===== src/rtl/room_pkg.sv =====
// rtl/room_pkg.sv - shared door codes, state encoding and map helpers for the room controller
package room_pkg;

   // Map geometry: 4 columns by 2 rows, room = row*4 + col
   localparam int MAP_COLS = 4;
   localparam int MAP_ROWS = 2;

   // Door-crossing codes reported by the player stage
   localparam logic [2:0] DOOR_NONE  = 3'd0;
   localparam logic [2:0] DOOR_RIGHT = 3'd1;
   localparam logic [2:0] DOOR_LEFT  = 3'd2;
   localparam logic [2:0] DOOR_UP    = 3'd3;
   localparam logic [2:0] DOOR_DOWN  = 3'd4;

   // Controller states
   typedef enum logic {
      IDLE  = 1'b0,
      BLANK = 1'b1
   } state_t;

   // Column of a room index
   function automatic logic [1:0] room_col(input logic [2:0] r);
      return r[1:0];
   endfunction

   // Row of a room index
   function automatic logic room_row(input logic [2:0] r);
      return r[2];
   endfunction

   // Compose a room index from row and column
   function automatic logic [2:0] make_room(input logic row, input logic [1:0] col);
      return {row, col};
   endfunction

endpackage


===== src/rtl/room_neighbor.sv =====
// rtl/room_neighbor.sv - combinational neighbour lookup on the wrapping 4x2 room map
module room_neighbor
   import room_pkg::*;
(
   input  logic [2:0] room,
   input  logic [2:0] doorcode,
   output logic [2:0] next_room,
   output logic       valid
);

   logic [1:0] col;
   logic       row;
   logic [1:0] col_right;
   logic [1:0] col_left;

   // Split the index and precompute the wrapped column moves
   always_comb begin
      col       = room_col(room);
      row       = room_row(room);
      col_right = col + 2'd1;
      col_left  = col - 2'd1;
   end

   // Every move wraps, so any recognised door code yields a valid neighbour
   always_comb begin
      next_room = room;
      valid     = 1'b0;
      case (doorcode)
         DOOR_RIGHT: begin
            next_room = make_room(row, col_right);
            valid     = 1'b1;
         end
         DOOR_LEFT: begin
            next_room = make_room(row, col_left);
            valid     = 1'b1;
         end
         DOOR_UP, DOOR_DOWN: begin
            next_room = make_room(~row, col);
            valid     = 1'b1;
         end
         default: begin
            next_room = room;
            valid     = 1'b0;
         end
      endcase
   end

endmodule


===== src/rtl/room_controller.sv =====
// rtl/room_controller.sv - tracks the current room and blanks the screen across room changes
module room_controller
   import room_pkg::*;
#(
   parameter int unsigned START_ROOM   = 0,
   parameter int unsigned BLANK_FRAMES = 8
) (
   input  logic       Clk,
   input  logic       Reset,
   input  logic       frame_clk,
   input  logic [2:0] doorcode,
   output logic [2:0] room,
   output logic       blank,
   output logic       room_changed,
   output logic [7:0] visited
);

   localparam logic [2:0] START_IDX   = 3'(START_ROOM);
   localparam logic [3:0] BLANK_RELOAD = 4'(BLANK_FRAMES - 1);

   state_t     state;
   state_t     state_n;
   logic [3:0] count;
   logic [3:0] count_n;
   logic       frame_clk_delayed;
   logic [2:0] room_n;
   logic       room_changed_n;
   logic [7:0] visited_n;
   logic       blank_n;
   logic       tick;

   logic [2:0] nb_room;
   logic       nb_valid;

   room_neighbor u_neighbor (
      .room      (room),
      .doorcode  (doorcode),
      .next_room (nb_room),
      .valid     (nb_valid)
   );

   // State register; reset wins over any tick in the same cycle
   always_ff @(posedge Clk) begin
      if (Reset) begin
         state             <= IDLE;
         count             <= 4'd0;
         frame_clk_delayed <= 1'b0;
         room              <= START_IDX;
         room_changed      <= 1'b0;
         blank             <= 1'b0;
         visited           <= 8'b1 << START_IDX;
      end else begin
         state             <= state_n;
         count             <= count_n;
         frame_clk_delayed <= frame_clk;
         room              <= room_n;
         room_changed      <= room_changed_n;
         blank             <= blank_n;
         visited           <= visited_n;
      end
   end

   // Frame-edge detection, door handling and blanking countdown
   always_comb begin
      tick           = frame_clk & ~frame_clk_delayed;
      state_n        = state;
      count_n        = count;
      room_n         = room;
      room_changed_n = 1'b0;
      visited_n      = visited;
      case (state)
         IDLE: begin
            // Doorcode is looked at only on the frame edge so one crossing moves once
            if (tick && nb_valid) begin
               room_n         = nb_room;
               room_changed_n = 1'b1;
               visited_n      = visited | (8'b1 << nb_room);
               count_n        = BLANK_RELOAD;
               state_n        = BLANK;
            end
         end
         BLANK: begin
            // Doors are ignored here, including on the exiting tick
            if (tick) begin
               if (count != 4'd0) begin
                  count_n = count - 4'd1;
               end else begin
                  state_n = IDLE;
               end
            end
         end
         default: begin
            state_n = IDLE;
         end
      endcase
      blank_n = (state_n == BLANK);
   end

endmodule


===== config.mk =====
export PLATFORM = sky130hd
export DESIGN_NAME = room_controller
export DESIGN_NICKNAME = d
export VERILOG_FILES = /design/src/rtl/room_pkg.sv /design/src/rtl/room_neighbor.sv /design/src/rtl/room_controller.sv
export SDC_FILE = /design/constraint.sdc
export NUM_CORES = 1
export LEC_CHECK = 0
export CAP_MARGIN = 20
export CORE_MARGIN = 2
export CORE_UTILIZATION = 45
export DETAILED_ROUTE_END_ITERATION = 10
export PLACE_DENSITY = 0.75
export SKIP_CTS_REPAIR_TIMING = 1
export SLEW_MARGIN = 20
export SYNTH_ARGS = -nofsm -noshare
export SYNTH_HDL_FRONTEND = slang
export SYNTH_SLANG_ARGS = --single-unit

===== constraint.sdc =====
create_clock -name Clk -period 3 [get_ports Clk]
set_clock_uncertainty 0.2 [all_clocks]
set_input_delay 0.3 -clock Clk [delete_from_list [all_inputs] [get_ports Clk]]
set_output_delay 0.3 -clock Clk [all_outputs]
set_load 0.03 [all_outputs]

==> out/summary.txt <==
Status = finished clean
Kind of critical path = flip-flop to primary output
GPL Wtd Cong = 0.768
Fmax = 0.497 GHz
# nets final = 132
Vias = 830
Number of max-cap violations = 0
Seq/Total Area, Yosys = 0.386
Post-synth EDFFs = 0
Largest area contributor in the netlist = dfxtp_1
Slew @ Worst Pin = 0.793 ns
Via-per-instance ratio = 5.57
Drt wl/cell = 12.9 um
Core ar. = 1960 um2
Die H = 49.6 um
Overall Global Routing Usage = 0.171
CTS Root Buffer Type = clkbuf_4
CP Max Fanout = 9
Clock latency on the worst-skew pair = 0.28 ns
Family with the most delay on the worst path = buffers and inverters
DR iter-0 viols = 28
CP max stage cell = clkdlybuf4s50_1
Ys Warns = 0
Worst setup startpoint = room[0]$_SDFFE_PP0P_
Post-Syn Instances = 105
Fin Hold WS = 0.261 ns
P_leak = 0.403 nW
Syn_nets = 113
Number of diodes = 0
Slew Viols, Final = 0
Setup WS post-layout = 0.987 ns
Setup_tns = 0 ns
Largest net degree at the start of global routing = 27
Critical R2R Launch = count[0]$_SDFFE_PP0P_
Unique masters post-synth = 34
Clk sink count = 18
Count leader, synth = dfxtp_1
CTS H-tree depth = 1
Setup WS pre-CTS = 0.706 ns
Post-DRT Antenna Nets = 0
Area contributors post-synth = dfxtp_1, nand2b_1, a21oi_1
Buffers on Ports = 18
Initial antenna violation count = 0
Initial core utilization = 0.476
Synthesized cell area = 935 um2
Top cell type's share of synthesized area = 0.386
Final total power = 0.474 mW
Synth Flop Type = dfxtp_1
Seq cells post-synth = 18
Final min period = 2.01 ns
Largest stage delay on the critical path = 0.73 ns
CTS tree = yes
CP arrival = 1.51 ns
First-pass GRT wire length = 3270 um
Area of the die = 2460 um2
Fin util = 0.590
Share of synthesized flip-flops with an asynchronous set or reset = 0
Register area = 360 um2
Final Hold Viols = 0
DRC viols = 0
Drt first pass iters = 5
Relative slew slack = 0.469
CP Capture Type = primary output
Proportion of layout cells with a drive suffix above 1 = 0.0820
Clock slew at reported path FFs = 0.09 ns
Multi-input gate area = 534 um2
# IOs = 19
Die width = 49.6 um
Placement Rows = 16
TritonCTS buffer count = 3
Fill cells = 201
Post-DP HPWL = 1420 um
Area growth syn-to-layout = 23.8%
Critical Path RT = 2.50 ns
Final period utilization = 0.671
Remaining Overflow, GRT = 0
Final wirelength = 1920 um
WP buf/inv = 1
Cells along the critical path = clkdlybuf4s50_1
Final setup fails = 0
Class of the worst hold path = flip-flop to flip-flop
Clock buffer depth = 2
Syn avg cell area = 8.90 um2
Vias in the first global route = 735
CP startpoint kind = flip-flop
Commonest cells in the netlist = dfxtp_1, nand2b_1, a21oi_1
Hold_sp = visited[0]$_SDFFE_PP1P_
RSZ-0062 raised after global routing = no
Power per cell area = 409 nW/um2
Worst IR drop on VDD = 0.301 mV
==> per-layer routing <==
layer	up-vias	routed length, um	track usage
li1	422	-	-
met4	0	10	0.0556
met3	2	107	0.0455
met1	386	939	0.233
met2	20	860	0.262
met5	-	0	0
==> cells by family after synthesis <==
family / after synthesis / share of synthesized area
xor+xnor: 1 / 0.00937
buf+inv: 10 / 0.0428
flops: 18 / 0.386
mux: 4 / 0.0455
fa+ha+maj: 2 / 0.0268
simple gates: 42 / 0.266
compound gates: 28 / 0.224
==> layout make-up <==
cell class	count	share of cell area
Clock buffer	3	0.0195
Inverter	5	0.0162
Multi-Input combinational cell	77	0.462
Sequential cell	18	0.311
Tap cell	27	0.0292
Timing Repair Buffer	19	0.162
==> worst paths after layout <==
check                                  to  slack (ns)  depth (start not counted)
setup / recovery                  room[0]        0.99                          1
hold / removal    visited[0]$_SDFFE_PP1P_        0.26                          2
setup reg to reg    count[0]$_SDFFE_PP0P_        1.15                          6
hold reg to reg   visited[0]$_SDFFE_PP1P_        0.26                          2
==> per-stage QoR <==
step	std cells	cell area (um2)
2_1_floorplan	105	935
3_3_place_gp	146	1130
3_5_place_dp	146	1130
4_1_cts	149	1160
5_1_grt	149	1160
6_report	149	1160
==> where the power goes <==
part           leakage (nW)  internal, mW  total, mW  switching, mW
logic                 0.243        0.0428     0.0993         0.0565
clock network        0.0138        0.0466      0.115         0.0689
registers             0.147         0.249      0.259        0.00959
==> state kept, by name, indices dropped and copies added, names as in the netlist <==
signal             cells
frame_clk_delayed      1
visited                8
room_changed           1
state                  1
room                   3
count                  4
==> cells in the final DEF (no fill, tap or decap), types with 3 or more instances in the layout <==
cell,count
dfxtp_1,18
clkdlybuf4s50_1,18
nand2b_1,12
a21oi_1,9
or3_1,5
nor2_1,5
o41ai_1,5
inv_1,3
nand2_1,3
o21ai_1,3
nor2b_1,3
nand3_1,3
clkbuf_4,3
Power figures use the tool's default switching activity.
